### src/rtl/numpad_scanner.sv
// 4x4 matrix keypad scanner: drives one column at a time, classifies each full
// scan frame and debounces it into a single one-cycle key code per press.
module numpad_scanner #(
    parameter int COL_CYCLES      = 4,
    parameter int DEBOUNCE_FRAMES = 3
) (
    input  logic       clock,
    input  logic       reset_n,
    input  logic [3:0] rows,
    output logic [3:0] columns,
    output logic [4:0] value,
    output logic       held
);

    localparam int SLOT_W = (COL_CYCLES > 1) ? $clog2(COL_CYCLES) : 1;
    localparam int CNT_W  = $clog2(DEBOUNCE_FRAMES + 1);

    localparam logic [SLOT_W-1:0] SLOT_LAST = SLOT_W'(COL_CYCLES - 1);
    localparam logic [SLOT_W-1:0] SLOT_ONE  = SLOT_W'(1);
    localparam logic [CNT_W-1:0]  CNT_DONE  = CNT_W'(DEBOUNCE_FRAMES);
    localparam logic [CNT_W-1:0]  CNT_ONE   = CNT_W'(1);
    localparam logic [CNT_W-1:0]  CNT_ZERO  = '0;

    localparam logic [1:0] IDLE    = 2'd0;
    localparam logic [1:0] PRESS   = 2'd1;
    localparam logic [1:0] HELD    = 2'd2;
    localparam logic [1:0] RELEASE = 2'd3;

    // Key-count encoding for the frame accumulator: 0, 1, or 2 meaning "two or more"
    localparam logic [1:0] N_NONE   = 2'd0;
    localparam logic [1:0] N_SINGLE = 2'd1;
    localparam logic [1:0] N_MULTI  = 2'd2;

    logic [3:0]        rows_s1_q, rows_s2_q;
    logic [SLOT_W-1:0] slot_q, slot_d;
    logic [1:0]        col_q, col_d;
    logic [1:0]        nkeys_q, nkeys_d;
    logic [3:0]        key_q, key_d;
    logic [1:0]        state_q, state_d;
    logic [3:0]        cand_q, cand_d;
    logic [CNT_W-1:0]  cnt_q, cnt_d;
    logic [4:0]        value_q, value_d;

    logic              slot_end, frame_end;
    logic [3:0]        closed;
    logic [1:0]        slot_n, slot_r;
    logic [1:0]        base_n, frame_n;
    logic [3:0]        base_key, frame_key;
    logic [CNT_W-1:0]  cnt_inc;
    logic              pulse;

    assign closed    = ~rows_s2_q;
    assign slot_end  = (slot_q == SLOT_LAST);
    assign frame_end = slot_end && (col_q == 2'd3);
    assign columns   = ~(4'b0001 << col_q);
    assign value     = value_q;
    assign held      = (state_q == HELD) || (state_q == RELEASE);
    assign cnt_inc   = (cnt_q == CNT_DONE) ? cnt_q : cnt_q + CNT_ONE;

    always_comb begin
        slot_n = N_NONE;
        slot_r = 2'd0;
        for (int i = 0; i < 4; i++) begin
            if (closed[i]) begin
                slot_n = (slot_n == N_NONE) ? N_SINGLE : N_MULTI;
                slot_r = 2'(i);
            end
        end
    end

    // Column 0 starts a new frame, so the running tally is discarded there
    always_comb begin
        base_n   = (col_q == 2'd0) ? N_NONE : nkeys_q;
        base_key = (col_q == 2'd0) ? 4'd0 : key_q;
        if (slot_n == N_NONE)
            frame_n = base_n;
        else if (base_n == N_NONE)
            frame_n = slot_n;
        else
            frame_n = N_MULTI;
        frame_key = (slot_n == N_SINGLE) ? {col_q, slot_r} : base_key;
    end

    always_comb begin
        slot_d  = slot_end ? '0 : slot_q + SLOT_ONE;
        col_d   = slot_end ? col_q + 2'd1 : col_q;
        nkeys_d = slot_end ? frame_n : nkeys_q;
        key_d   = slot_end ? frame_key : key_q;
    end

    always_comb begin
        state_d = state_q;
        cand_d  = cand_q;
        cnt_d   = cnt_q;
        pulse   = 1'b0;
        if (frame_end) begin
            case (state_q)
                IDLE: begin
                    if (frame_n == N_SINGLE) begin
                        cand_d = frame_key;
                        cnt_d  = CNT_ONE;
                        if (CNT_ONE == CNT_DONE) begin
                            pulse   = 1'b1;
                            state_d = HELD;
                        end else begin
                            state_d = PRESS;
                        end
                    end
                end
                PRESS: begin
                    if (frame_n == N_SINGLE && frame_key == cand_q) begin
                        cnt_d = cnt_inc;
                        if (cnt_inc == CNT_DONE) begin
                            pulse   = 1'b1;
                            state_d = HELD;
                        end
                    end else if (frame_n == N_SINGLE) begin
                        cand_d = frame_key;
                        cnt_d  = CNT_ONE;
                    end else begin
                        cnt_d   = CNT_ZERO;
                        state_d = IDLE;
                    end
                end
                HELD: begin
                    if (frame_n == N_NONE) begin
                        cnt_d   = CNT_ONE;
                        state_d = (CNT_ONE == CNT_DONE) ? IDLE : RELEASE;
                    end
                end
                default: begin
                    // A closed key seen during release is bounce: back to HELD, no new code
                    if (frame_n == N_NONE) begin
                        cnt_d = cnt_inc;
                        if (cnt_inc == CNT_DONE) begin
                            cnt_d   = CNT_ZERO;
                            state_d = IDLE;
                        end
                    end else begin
                        cnt_d   = CNT_ZERO;
                        state_d = HELD;
                    end
                end
            endcase
        end
        value_d = pulse ? {1'b1, cand_d} : 5'b00000;
    end

    always_ff @(posedge clock or negedge reset_n) begin
        if (!reset_n) begin
            rows_s1_q <= '0;
            rows_s2_q <= '0;
            slot_q    <= '0;
            col_q     <= 2'd0;
            nkeys_q   <= N_NONE;
            key_q     <= 4'd0;
            state_q   <= IDLE;
            cand_q    <= 4'd0;
            cnt_q     <= CNT_ZERO;
            value_q   <= 5'b00000;
        end else begin
            rows_s1_q <= rows;
            rows_s2_q <= rows_s1_q;
            slot_q    <= slot_d;
            col_q     <= col_d;
            nkeys_q   <= nkeys_d;
            key_q     <= key_d;
            state_q   <= state_d;
            cand_q    <= cand_d;
            cnt_q     <= cnt_d;
            value_q   <= value_d;
        end
    end

endmodule

### config.mk
export PLATFORM = sky130hd
export DESIGN_NAME = numpad_scanner
export DESIGN_NICKNAME = d
export VERILOG_FILES = /design/src/rtl/numpad_scanner.sv
export SDC_FILE = /design/constraint.sdc
export NUM_CORES = 1
export LEC_CHECK = 0
export CORE_MARGIN = 1
export CORE_UTILIZATION = 30
export DETAILED_ROUTE_END_ITERATION = 8
export PLACE_DENSITY_LB_ADDON = 0.1
export SYNTH_ARGS = -nofsm -noshare
export SYNTH_HDL_FRONTEND = slang
export SYNTH_SLANG_ARGS = --single-unit
### constraint.sdc
create_clock -name clock -period 7.27 [get_ports clock]
set_input_delay 1.8175 -clock clock [delete_from_list [all_inputs] [get_ports clock]]
set_output_delay 1.8175 -clock clock [all_outputs]
set_load 0.05 [all_outputs]
==> flow_summary.yaml <==
global_routing:
  grt-ovfl-total: 0
  grt_antenna_before_repair: 0
  grt_pass1_vias: 1299
  grt_pass1_wl_mm: 6.272
  grtUsageTotal_pct: 13.59
  grt_max_degree: 32
clock_tree:
  clockRootBuffer: "clkbuf_8"
  clock_path_buffers: 2
  worstSkewPairLatency_ns: 0.29
  cts_tree: "done"
  path_clk_slew_ns: 0.07
  post-cts-setup-buffers: 0
  cts.sinks: 31
  h-tree-depth: 2
  cts_buffers: 5
  cts_hold_repair.buffers: 0
  cts_resized: 0
drt:
  drtPass1Iterations: 4
  drtIter0Drc: 62
  wl_per_cell_um: 13.99
  drc: 0
  drtAntennaViolNets: 0
  drt-vias-per-instance: 5.016
  drt-total-wl_mm: 3.455
  vias: 1239
placement:
  gp_congestion: 0.7956
  dp_hpwl_mm: 2.501
  dpl-instance-area_um2: 1908
  place_ws_ns: 3.501
  io_buffers: 15
worst_setup_path:
  r2r_start: "rows_s2_q[1]$_DFF_PN0_"
  worstPathArrival_ns: 2.28
  required_ns: 5.45
  crit_fanout: 8
  worst_r2r_endpoint: "cand_q[1]$_DFF_PN0_"
  r2r_slack_ns: 4.30
  ff2ff_path_depth: 8
  criticalPathCategory: "reg -> out"
  endpoint_kind: "output port"
  cp-start-kind: "flip-flop"
pwr:
  clkPwrFrac_pct: 43.4
  p_int_w: 0.0003109
  seqPwrFrac_pct: 46.3
  combPwrFrac_pct: 10.3
  switchingPower_w: 0.00009771
  total_leakage_power_nw: 0.8836
  power_density_nw_per_um2: 201.7
  swShare_pct: 23.91
  irDropWorstVdd_mv: 0.08618
timing:
  slew_viol_final: 0
  worst_slack_ns: 3.176
  skew_ns: 0.01305
  hold_violations: 0
  rsz0062_at_grt: "false"
  layout_min_cycle_time_ns: 4.094
  worstMarginPinSlew_ns: 0.5716
  setup-violations-final: 0
  fmax_ghz: 0.2443
  finalCritPeriodShare_pct: 56.31
  slew_headroom_pct: 61.89
  fin_setup_tns_ns: 0
synth:
  ys_seq_elements: 31
  async_reset_ff_share_pct: 100.0
  synth_fp_nets: 172
  synth_top_flop_cell: "dfrtp_1"
  synth_top_area_share_pct: 45.86
  synthTopCellsByArea: "dfrtp_1 (46%), ha_1 (5.9%), a21oi_1 (2.7%)"
  yosys.area.top_type: "dfrtp_1"
  syn_area_um2: 1692
  netlist-cell-type-count: 52
  postSynthCellCount: 158
  yosys_warnings: 0
  synth_edf_count: 0
  seq_area_frac_synth_pct: 45.86
  avgSynthCellArea_um2: 10.71
cells_and_area:
  final_nets: 190
  layout_commonest_cell: "dfrtp_1"
  final_cell_mix: "dfrtp_1 (31), clkdlybuf4s50_1 (15), inv_1 (11), a21oi_1 (9)"
  areaGrowthSynthToFinish_pct: 19.75
  final_core_util_pct: 38.44
  diodes: 0
  drive_gt1_share_pct: 12.99
  design_area_um2: 2026
floorplan:
  dieArea_um2: 5943
  fp.dieW_um: 77.09
  ios: 16
  start_util_pct: 32.10
  core_area_um2: 5270
  die_h_um: 77.09
  std_cell_rows: 26
hold_path:
  hold_depth: 0
  hold_class: "reg -> reg"
  hold_end: "rows_s2_q[2]$_DFF_PN0_"
  hp-start: "rows_s1_q[2]$_DFF_PN0_"
run_status:
  status: "completed"
flow_run:
  maxCapViolations: 0
final cells by class:
cell class | instances | area (µm²)
flip-flops and latches | 31 | 775.7
clock inverters | 2 | 35.03
fillers | 523 | 3244
well taps | 70 | 87.58
repair buffers | 16 | 157.7
inverters | 11 | 41.29
multi-input cells | 111 | 845.8
clock buffers | 6 | 82.58
cells in the mapped netlist (3+ instances only):
library cell and instances:
nor3_1 3, nor2_1 7, o21ai_0 5, dfrtp_1 31
a21oi_1 9, a31oi_1 7, mux2_2 3, and2_1 5
nand2_1 8, nand2b_1 3, inv_1 11, a21o_1 4
nor3b_1 3, ha_1 8, xor2_1 5
routing by layer:
layer	GRT usage (%)	vias up	routed length (µm)
met5	0	-	0
met4	6.792	0	55
met3	3.333	5	119
met2	21.52	20	1522
met1	17.19	601	1758
li1	-	613	-
worst max path at each step:
stage                                    start  slack (ns)  depth (start not counted)         end
after CTS                 col_q[0]$_DFFE_PN0P_        3.18                          4  columns[0]
after global routing      col_q[0]$_DFFE_PN0P_        3.05                          4  columns[0]
after detailed placement  col_q[0]$_DFFE_PN0P_        3.50                          4  columns[0]
after floorplan           col_q[0]$_DFFE_PN0P_        4.28                          3  columns[0]
final                     col_q[0]$_DFFE_PN0P_        3.18                          4  columns[0]
after global placement    col_q[0]$_DFFE_PN0P_        3.57                          4  columns[0]
cells by family after synthesis:
| group | count (synthesis) | synth area share, % |
|---|---|---|
| buf+inv | 16 | 4.142 |
| simple gates | 46 | 16.86 |
| fa+ha+maj | 8 | 5.917 |
| flops | 31 | 45.86 |
| mux | 7 | 4.512 |
| xor+xnor | 7 | 3.624 |
| compound gates | 43 | 19.08 |
registers in the layout (all words and copies together) (netlist names):
register and cells:
value 5, cand_q 4, key_q 4, rows_s1_q 4, rows_s2_q 4, cnt_q 2
col_q 2, nkeys_q 2, slot_q 2, state_q 2
worst max-delay path: stages (launching register included):
cell and delay, ns:
dfrtp_1 0.46, inv_1 0.12, ha_1 0.31, inv_1 0.24, clkdlybuf4s50_1 0.85
through the flow:
stage          cells  hold WS (ns)   power, W
6_report         247        0.3485  0.0004087
5_1_grt          247        0.3658  0.0004284
4_1_cts          247        0.3519  0.0004148
3_5_place_dp     239        0.3355  0.0002350
3_3_place_gp     239        0.3336  0.0002351
2_1_floorplan    158        0.3312  0.0002215
power groups by stage:
stage / combinational [W] / sequential (W) / clock [W]
4_1_cts: 0.0000428 / 0.000189 / 0.000183
2_1_floorplan: 0.0000326 / 0.000189 / 0
6_report: 0.0000422 / 0.000189 / 0.000177
5_1_grt: 0.0000476 / 0.000191 / 0.000190
3_3_place_gp: 0.0000425 / 0.000193 / 0
3_5_place_dp: 0.0000426 / 0.000192 / 0
Note: power is estimated with default switching activity, not from simulation.
